--- config.mk ---
export PLATFORM = sky130hd
export DESIGN_NAME = dmem_arbiter
export DESIGN_NICKNAME = d
export VERILOG_FILES = /design/src/rtl/dmem_arbiter.sv
export SDC_FILE = /design/constraint.sdc
export NUM_CORES = 1
export LEC_CHECK = 0
export CAP_MARGIN = 40
export CELL_PAD_IN_SITES_DETAIL_PLACEMENT = 1
export CELL_PAD_IN_SITES_GLOBAL_PLACEMENT = 1
export CORE_UTILIZATION = 11
export CTS_BUF_LIST = sky130_fd_sc_hd__clkbuf_4 sky130_fd_sc_hd__clkbuf_8
export DETAILED_ROUTE_END_ITERATION = 12
export GPL_TIMING_DRIVEN = 0
export PLACE_DENSITY = 0.92
export REMOVE_ABC_BUFFERS = 1
export SYNTH_ARGS = -nofsm -noshare
export SYNTH_HDL_FRONTEND = slang
export SYNTH_SLANG_ARGS = --single-unit
--- constraint.sdc ---
create_clock -name clk -period 1.6 [get_ports clk]
set_input_delay 0.16 -clock clk [delete_from_list [all_inputs] [get_ports clk]]
set_output_delay 0.16 -clock clk [all_outputs]
set_load 0.02 [all_outputs]
--- src/rtl/dmem_arbiter.sv ---
// Round-robin arbiter sharing the single-port data memory between the
// processor data port (requester 0) and the loader/debug port (requester 1).
module dmem_arbiter #(
    parameter int ADDR_W   = 32,
    parameter int DATA_W   = 32,
    parameter int MAX_HOLD = 4
) (
    input  logic              clk,
    input  logic              reset,
    input  logic              req0,
    input  logic              lock0,
    input  logic              we0,
    input  logic [ADDR_W-1:0] addr0,
    input  logic [DATA_W-1:0] wd0,
    output logic              gnt0,
    output logic              ack0,
    output logic [DATA_W-1:0] rd0,
    input  logic              req1,
    input  logic              lock1,
    input  logic              we1,
    input  logic [ADDR_W-1:0] addr1,
    input  logic [DATA_W-1:0] wd1,
    output logic              gnt1,
    output logic              ack1,
    output logic [DATA_W-1:0] rd1,
    output logic              mem_we,
    output logic [ADDR_W-1:0] mem_addr,
    output logic [DATA_W-1:0] mem_wd,
    input  logic [DATA_W-1:0] mem_rd
);

    localparam int CNT_W = (MAX_HOLD < 1) ? 1 : $clog2(MAX_HOLD + 1);
    localparam logic [CNT_W-1:0] MAX_CNT = CNT_W'(MAX_HOLD);
    localparam logic [CNT_W-1:0] ONE_CNT = CNT_W'(1);

    typedef enum logic [1:0] {
        IDLE = 2'd0,
        OWN0 = 2'd1,
        OWN1 = 2'd2
    } state_t;

    state_t           state, state_n;
    logic             last_owner, last_owner_n;
    logic [CNT_W-1:0] hold_cnt, hold_cnt_n;

    // Reset also kills any in-flight write, since mem_we derives from state.
    always_ff @(posedge clk or negedge reset) begin
        if (!reset) begin
            state      <= IDLE;
            last_owner <= 1'b1;
            hold_cnt   <= '0;
        end else begin
            state      <= state_n;
            last_owner <= last_owner_n;
            hold_cnt   <= hold_cnt_n;
        end
    end

    always_comb begin
        state_n      = state;
        last_owner_n = last_owner;
        hold_cnt_n   = hold_cnt;
        case (state)
            IDLE: begin
                if (req0 && (!req1 || last_owner)) begin
                    state_n      = OWN0;
                    last_owner_n = 1'b0;
                    hold_cnt_n   = ONE_CNT;
                end else if (req1) begin
                    state_n      = OWN1;
                    last_owner_n = 1'b1;
                    hold_cnt_n   = ONE_CNT;
                end
            end
            OWN0: begin
                if (req0) begin
                    // Lock only caps the hold when the other side is waiting.
                    if (lock0 && (hold_cnt < MAX_CNT)) begin
                        hold_cnt_n = hold_cnt + ONE_CNT;
                    end else if (req1) begin
                        state_n      = OWN1;
                        last_owner_n = 1'b1;
                        hold_cnt_n   = ONE_CNT;
                    end else begin
                        hold_cnt_n = ONE_CNT;
                    end
                end else if (req1) begin
                    state_n      = OWN1;
                    last_owner_n = 1'b1;
                    hold_cnt_n   = ONE_CNT;
                end else begin
                    state_n = IDLE;
                end
            end
            OWN1: begin
                if (req1) begin
                    if (lock1 && (hold_cnt < MAX_CNT)) begin
                        hold_cnt_n = hold_cnt + ONE_CNT;
                    end else if (req0) begin
                        state_n      = OWN0;
                        last_owner_n = 1'b0;
                        hold_cnt_n   = ONE_CNT;
                    end else begin
                        hold_cnt_n = ONE_CNT;
                    end
                end else if (req0) begin
                    state_n      = OWN0;
                    last_owner_n = 1'b0;
                    hold_cnt_n   = ONE_CNT;
                end else begin
                    state_n = IDLE;
                end
            end
            default: begin
                state_n = IDLE;
            end
        endcase
    end

    assign gnt0 = (state == OWN0);
    assign gnt1 = (state == OWN1);
    assign ack0 = gnt0 & req0;
    assign ack1 = gnt1 & req1;

    always_comb begin
        mem_we   = 1'b0;
        mem_addr = '0;
        mem_wd   = '0;
        rd0      = '0;
        rd1      = '0;
        if (ack0) begin
            mem_we   = we0;
            mem_addr = addr0;
            mem_wd   = wd0;
            rd0      = mem_rd;
        end else if (ack1) begin
            mem_we   = we1;
            mem_addr = addr1;
            mem_wd   = wd1;
            rd1      = mem_rd;
        end
    end

endmodule

# After elaboration in Yosys (flattened, before gate mapping)
# Index checks and enable logic that the tools add are counted.
# word_totals
inputBits,168
word_cells,58
out_inout_bits,133
regBits,6
# classes
mux,35
n_bitwise,2
n_eq_ne,6
add_sub_neg,1
n_lt_le_gt_ge,1
n_reduce_logical,10
# ops
op,n
two-way mux 32 bit,7
two-way mux 3 bit,7
two-way mux 2 bit,8
"!= test 3 bit, second input constant",4
two-way mux 1 bit,10
case mux 3 bit (3 select lines),1
case mux 2 bit (3 select lines),1
AND reduction 3 bit,2
"adder 3 x 1 -> 3 bit, second input constant",1
logical AND 1 bit,3
"< comparator 3 bit, second input constant",1
case mux 1 bit (3 select lines),1
nonzero test 3 bit,1
AND 1 bit,2
"== test 2 x 1 -> 1 bit, second input constant",1
"== test 2 bit, second input constant",1
logical NOT 2 bit,1
AND reduction 2 bit,1
logical NOT 1 bit,1
logical OR 1 bit,1

# Logic depth before layout (Yosys ltp)
# Gate-level depths: netlist of run 1.
# depth
depth_word,5
depth_mapped,8
depth_no_buf,6

# Least setup slack after synthesis of run 1
# Ideal clock, no wire load.
# synth_timing
path_kind,register -> output
start,reg state[0]
end,out mem_addr[0]
path_stages_with_launch,8
path_buffers,2
t_arrival_ns,1.640
required_time_ns,1.440
path_slack_ns,-0.200
path_cell_list,dfrtp_1 inv_1 ha_1 nand2_1 nor2_1 buf_6 buf_6 a22o_1
# synth_between
elab_chain_cells,4
word_cells_on_any_way,6
cone_classes,2 x eq/ne; 2 x mux; 2 x bitwise
# synth_lines
item,line,rtl
from (decl),42,"state_t state, state_n;"
from (signal assigned),53,state <= state_n;
== test 2 bit,121,assign gnt1 = (state == OWN1);
net gnt1,23,"output logic gnt1,"
AND 1 bit,123,assign ack1 = gnt1 & req1;
two-way mux 32 bit,136,end else if (ack1) begin
two-way mux 32 bit,131,if (ack0) begin
to (decl),27,"output logic [ADDR_W-1:0] mem_addr,"
# The timed path passes the listed nets, and every way through them passes these cells.

# Worst setup path after layout of run 1
# layout_timing
start,reg state[1]
end,out mem_wd[13]
# layout_between
elab_chain_cells,4
word_cells_on_any_way,6
cone_classes,2 x eq/ne; 2 x mux; 2 x bitwise
# layout_lines
item,line,rtl
== test 2 bit,121,
AND 1 bit,123,
two-way mux 32 bit,136,
two-way mux 32 bit (*),131,
to (decl),28,"output logic [DATA_W-1:0] mem_wd,"
# Every way passes the cells marked *; elsewhere a longest branch is shown, timed or not.

==> results of run 1 <==
-- power by group --
part           switching (mW)  internal [mW]  total [mW]
clock                  0.0630          0.188       0.251
sequential             0.0642          0.220       0.285
combinational            2.77           3.38        6.15
-- metrics by stage --
stage | std cells | utilization
floorplan | 195 | -
global placement | 679 | 0.321
detailed placement | 684 | 0.329
CTS | 743 | 0.380
global route | 764 | 0.433
finish | 764 | 0.433
-- timing repair --
action / 4_1_cts / 5_1_grt
endpoints found under the setup margin: 139 / 139
pin swaps: 18 / 35
gates cloned: 9 / 8
setup buffers: 48 / 19
resized for setup: 746 / 175
hold buffers: 0 / 0
-- area by class of cell --
| type | instances | share of cell area |
|---|---|---|
| clock buffer | 4 | 0.00764 |
| inverter | 8 | 0.00783 |
| multi-input combinational | 183 | 0.262 |
| sequential | 6 | 0.0239 |
| tap | 184 | 0.0360 |
| timing repair buffer | 378 | 0.661 |
| timing repair inverter | 1 | 0.00137 |
-- registers in the layout, indices dropped and copies added, names as in the netlist --
| signal | cells |
|---|---|
| hold_cnt | 3 |
| last_owner | 1 |
| state | 2 |
-- logic make-up (layout without fill, tap and decap cells) --
group                      after synthesis  count (layout)  share of synthesized area
AOI/OAI and AO/OA                       88              88                      0.437
DFF                                      6               6                     0.0899
adders and majority gates                5               5                     0.0371
muxes                                    1               1                    0.00669
and+or+nand+nor                         87              89                      0.307
buffers and inverters                   37             391                      0.123
-- metal layers --
layer,GRT usage,up-vias,routed length [µm]
met5,0,-,0
met4,0.0248,0,331
met3,0.0289,22,773
met2,0.372,124,9610
met1,0.214,1713,6750
li1,-,1601,-
-- worst reg2reg max path: stages (launching register included) --
cell        delay, ps
dfrtp_1           390
buf_4             140
buf_6             120
ha_4              180
nand2_8            70
clkinvlp_4        130
clkbuf_16         160
buf_6             130
buf_4             130
buf_4             130
o2bb2ai_1         120
a32o_1            250
-- how the worst max path moves through the flow --
stage	slack, ps	start	endpoint	depth (start not counted)
global route	-660	state[0]	mem_wd[20]	11
detailed placement	-2640	req0	mem_wd[6]	8
global placement	-5990	req0	mem_wd[6]	6
floorplan	-2920	state[1]	mem_addr[0]	6
CTS	-610	state[0]	mem_addr[18]	10
finish	-610	state[1]	mem_wd[13]	12
-- cell usage in the layout, fill, tap and decap left out, drive strengths merged, types with 2 or more instances in the layout --
cell             n
and3            64
nor2             7
clkbuf          10
a22o            67
ha               5
buf            205
nor2b            2
dfrtp            5
a31oi            3
clkdlybuf4s50  165
a21o             2
o21ai            5
nand2            8
o22ai            2
nand4b           2
o2bb2ai          2
nand2b           4
inv              8
==> impl_metrics.env, run 1 <==
export IMPL_r2r_slack_ps=-460
export IMPL_fillCellCount=1637
export IMPL_rsz0062_at_grt="true"
export IMPL_worst_hold_slack_ps=185
export IMPL_htree_levels=1
export IMPL_placed_area_um2=4860
export IMPL_die_y_um=126
export IMPL_finalSetupViolCount=134
export IMPL_io_pins=301
export IMPL_worst_path_max_fanout=5
export IMPL_rows=44
export IMPL_worst_endpoint_required_ps=1440
export IMPL_ys_seq_elements=6
export IMPL_crit_chain="inv_2, ha_4, buf_12, nand2_8, inv_16, nor2_4, buf_12, buf_8, buf_12, buf_16, a22o_4, buf_6"
export IMPL_synth_ff_type="dfrtp_1"
export IMPL_routed_wl_um=17500
export IMPL_grt_pass1_wl_um=22900
export IMPL_hpwl_um=10400
export IMPL_overflow=0
export IMPL_synth_area_per_cell_um2=7.52
export IMPL_timing_setup_tns_ps=-55650
export IMPL_status="finished with violations"
export IMPL_initialDrtViolationCount=124
export IMPL_r2r_start="state[1]"
export IMPL_drive_gt1_frac=0.478
export IMPL_synth_distinct_cells=32
export IMPL_critPathLaunchType="register"
export IMPL_firstDrtPassIters=4
export IMPL_cp_slowest_cell="dfrtp_1"
export IMPL_die_w_um=126
export IMPL_core_um2=14800
export IMPL_fin_crit_sh=1.38
export IMPL_dieArea_um2=15800
export IMPL_ff2ff_path_depth=11
export IMPL_wire_per_inst_um=22.9
export IMPL_antenna_left=0
export IMPL_synth_area_um2=1680
export IMPL_ir_worst_vdd_v=0.000796
export IMPL_synth_common_cells="a22o_1 (67), and3_1 (64), clkbuf_1 (13)"
export IMPL_violations="negative setup slack"
export IMPL_dp_slack_ps=-2640
export IMPL_antenna_found_initial=0
export IMPL_crit_buf_inv=8
export IMPL_grt_pass1_vias=3535
export IMPL_slew_headroom=0.662
export IMPL_clock_sinks=6
export IMPL_cpPeakStageDelay_ps=390
export IMPL_gp_congestion=0.779
export IMPL_crit_top_cell="buf_12"
export IMPL_ctsLongestPathBuffers=2
export IMPL_worstMarginPinSlew_ps=507
export IMPL_yosys_top_cells_area="a22o_1 (35%), and3_1 (24%), dfrtp_1 (7.4%)"
export IMPL_drv_cap=0
export IMPL_async_reset_ff_frac=1.00
export IMPL_endpoint_kind="output pin"
export IMPL_n_antenna_cell=0
export IMPL_hold_violations=0
export IMPL_fin_area_um2=6390
export IMPL_grt_max_degree=42
export IMPL_post_synth_top_area_cell="a22o_1"
export IMPL_p_leak_nw=2.89
export IMPL_cts_made_buffers=3
export IMPL_hp_class="in2async"
export IMPL_path_class="reg2out"
export IMPL_fin_ws_ps=-605
export IMPL_initial_core_util=0.114
export IMPL_worst_skew_pair_late_latency_ps=220
export IMPL_clkTransAtPathRegs_ps=40
export IMPL_fin_worst_skew_ps=1.75
export IMPL_synth_edff_count=0
export IMPL_crit_arrival_ps=2050
export IMPL_worstReg2RegEnd="hold_cnt[1]"
export IMPL_grt_usage=0.188
export IMPL_finalMaxSlewViolations=0
export IMPL_cellPowerDensity_nw_per_um2=1050
export IMPL_cts_root_buf="clkbuf_8"
export IMPL_cp_top_family="buffers and inverters"
export IMPL_syn2layout_area_growth_pct=279
export IMPL_multi_input_area_um2=1680
export IMPL_vias=3460
export IMPL_fin_crit_ps=2210
export IMPL_route_detailed_drc=0
export IMPL_synth_top_area_frac=0.348
export IMPL_layout_nets=754
export IMPL_syn_inst=224
export IMPL_vias_per_cell=4.53
export IMPL_clock_fmax_ghz=0.453
export IMPL_cts_tree="built"
export IMPL_ys_warn_count=0
export IMPL_io_buffers=300
export IMPL_p_total_mw=6.69
export IMPL_final_seq_area_um2=153
export IMPL_synth_most_common_cell="a22o_1"
export IMPL_synth_seq_area_share=0.0899
(Power assumes the default switching activity.)
==> inputs of run 2 (changes only) <==
- CORE_MARGIN: not set -> 2
- RECOVER_POWER: not set -> 25
==> run 2 against run 1 <==
The run still ends with negative setup slack left. Largest power group unchanged. Sequential share of layout area up 0.14 points. Critical path type unchanged. Flip-flop and latch count unchanged. Via count shrank 2.5%. Final area decreased by 5.5%. Total power is 5.9% lower. Die area up 3.2%. Clock skew barely moved. Final cell count decreased by 1.8%.
==> impl_metrics.env, run 2 (synthesis results as in run 1) <==
export IMPL_status="finished with violations"
export IMPL_violations="negative setup slack"
export IMPL_reg_largest_list="hold_cnt (3), state (2), last_owner (1)"
export IMPL_grt_pass1_wl_um=20800
export IMPL_rsz0062_at_grt="true"
export IMPL_path_class="reg2out"
export IMPL_utilization=0.400
export IMPL_vias=3372
export IMPL_fin_crit_ps=2240
export IMPL_rows=45
export IMPL_fin_crit_sh=1.40
export IMPL_fin_worst_skew_ps=1.45
export IMPL_worst_hold_slack_ps=243
export IMPL_grt_max_degree=35
export IMPL_final_cell_count_no_fill=750
export IMPL_largest_register_ff_count=3
export IMPL_final_common_cell="clkdlybuf4s50_1"
export IMPL_timing_setup_tns_ps=-54050
export IMPL_drive_gt1_frac=0.407
export IMPL_drv_cap=0
export IMPL_p_total_mw=6.29
export IMPL_routed_wl_um=16000
export IMPL_finalMaxSlewViolations=0
export IMPL_syn2layout_area_growth_pct=259
export IMPL_vias_per_cell=4.50
export IMPL_fin_ws_ps=-640
export IMPL_htree_levels=1
export IMPL_initial_core_util=0.112
export IMPL_dieArea_um2=16300
export IMPL_worstMarginPinSlew_ps=500
export IMPL_worst_skew_pair_late_latency_ps=220
export IMPL_route_detailed_drc=0
export IMPL_die_w_um=128
export IMPL_finalSetupViolCount=136
export IMPL_io_buffers=300
export IMPL_slew_headroom=0.666
export IMPL_hold_violations=0
export IMPL_hp_class="in2async"
export IMPL_grt_usage=0.167
export IMPL_clock_sinks=6
export IMPL_n_antenna_cell=0
export IMPL_hpwl_um=10800
export IMPL_p_leak_nw=2.85
export IMPL_gp_congestion=0.774
export IMPL_regMostFlops="hold_cnt"
export IMPL_cts_tree="built"
export IMPL_ir_worst_vdd_v=0.000532
export IMPL_clock_fmax_ghz=0.446
export IMPL_clkTransAtPathRegs_ps=40
export IMPL_ctsLongestPathBuffers=2
export IMPL_mostFrequentLayoutCells="clkdlybuf4s50_1 (165), buf_6 (114), a22o_1 (62), and3_1 (43), buf_4 (31)"
export IMPL_layout_nets=736
export IMPL_die_y_um=128
export IMPL_worst_endpoint_required_ps=1440
export IMPL_critPathLaunchType="register"
export IMPL_antenna_left=0
export IMPL_wire_per_inst_um=21.3
export IMPL_cts_root_buf="clkbuf_8"
export IMPL_grt_pass1_vias=3240
export IMPL_cts_made_buffers=3
export IMPL_placed_cells=688
export IMPL_initialDrtViolationCount=107
export IMPL_worst_path_max_fanout=4
export IMPL_io_pins=301
export IMPL_endpoint_kind="output pin"
export IMPL_antenna_found_initial=2
export IMPL_core_um2=15100
export IMPL_overflow=0
export IMPL_cellPowerDensity_nw_per_um2=1040
export IMPL_crit_arrival_ps=2080
export IMPL_firstDrtPassIters=4
export IMPL_ctsHoldBuffers=0
[run 2: changes by cell type in the layout (fill, tap and decap cells not counted), sizes merged]
cell	previous run	this run
dlymetal6s2s	0	2
dlygate4sd2	1	11
buf	205	175
clkbuf	10	9
dlygate4sd3	0	1
clkinvlp	1	0
inv	8	9
[run 2: through the flow]
step,area [µm²],setup slack (ps)
after floorplan,1510,-2920
after global placement,4750,-6010
after detailed placement,4880,-2860
after CTS,5230,-627
after global routing,6040,-715
final,6040,-640
[run 2: worst max-delay path, stage by stage, from the launching register on]
cell       delay (ps)
dfrtp_1           380
inv_2              70
ha_4              180
buf_16            140
nand2_8            90
inv_16             40
buf_16            120
nor2_4            160
buf_6             140
buf_12            130
clkbuf_16         140
a22o_1            140
buf_6             120
[run 2: layer usage]
metal / global-route usage / part of all wire
met5: 0 / 0.0017
met4: 0.0278 / 0.011
met3: 0.0321 / 0.052
met2: 0.307 / 0.54
met1: 0.205 / 0.40
[run 2: cell type report]
cell class,instances,area [µm²]
Timing Repair Buffer,360,3940
Fill cell,1696,9050
Inverter,8,56.3
Timing Repair inverter,1,8.76
Clock buffer,4,48.8
Multi-Input combinational cell,183,1600
Tap cell,188,235
Sequential cell,6,153
[run 2: repair_timing]
action                                  CTS  global route
cloned                                    8             5
pin swaps                                12            22
hold endpoints to repair                  0             0
buffers inserted                         24            25
endpoints found under the setup margin  139           139
resized for setup                       523           272
[run 2: where the power goes]
| part | switching (mW) | total [mW] | internal (mW) |
|---|---|---|---|
| Clock | 0.0691 | 0.258 | 0.189 |
| Sequential | 0.0582 | 0.279 | 0.220 |
| Combinational | 2.63 | 5.76 | 3.13 |
[run 2: final timing paths]
check | startpoint | to | slack (ps) | cells after the start
max | state[1] | mem_wd[9] | -640 | 12
min | reset | hold_cnt[2] | 240 | 1
max reg2reg | state[1] | last_owner | -330 | 10
min reg2reg | hold_cnt[1] | hold_cnt[1] | 540 | 1
max in group asynchronous | reset | last_owner | 1090 | 1
min in group clk | hold_cnt[1] | hold_cnt[1] | 540 | 1
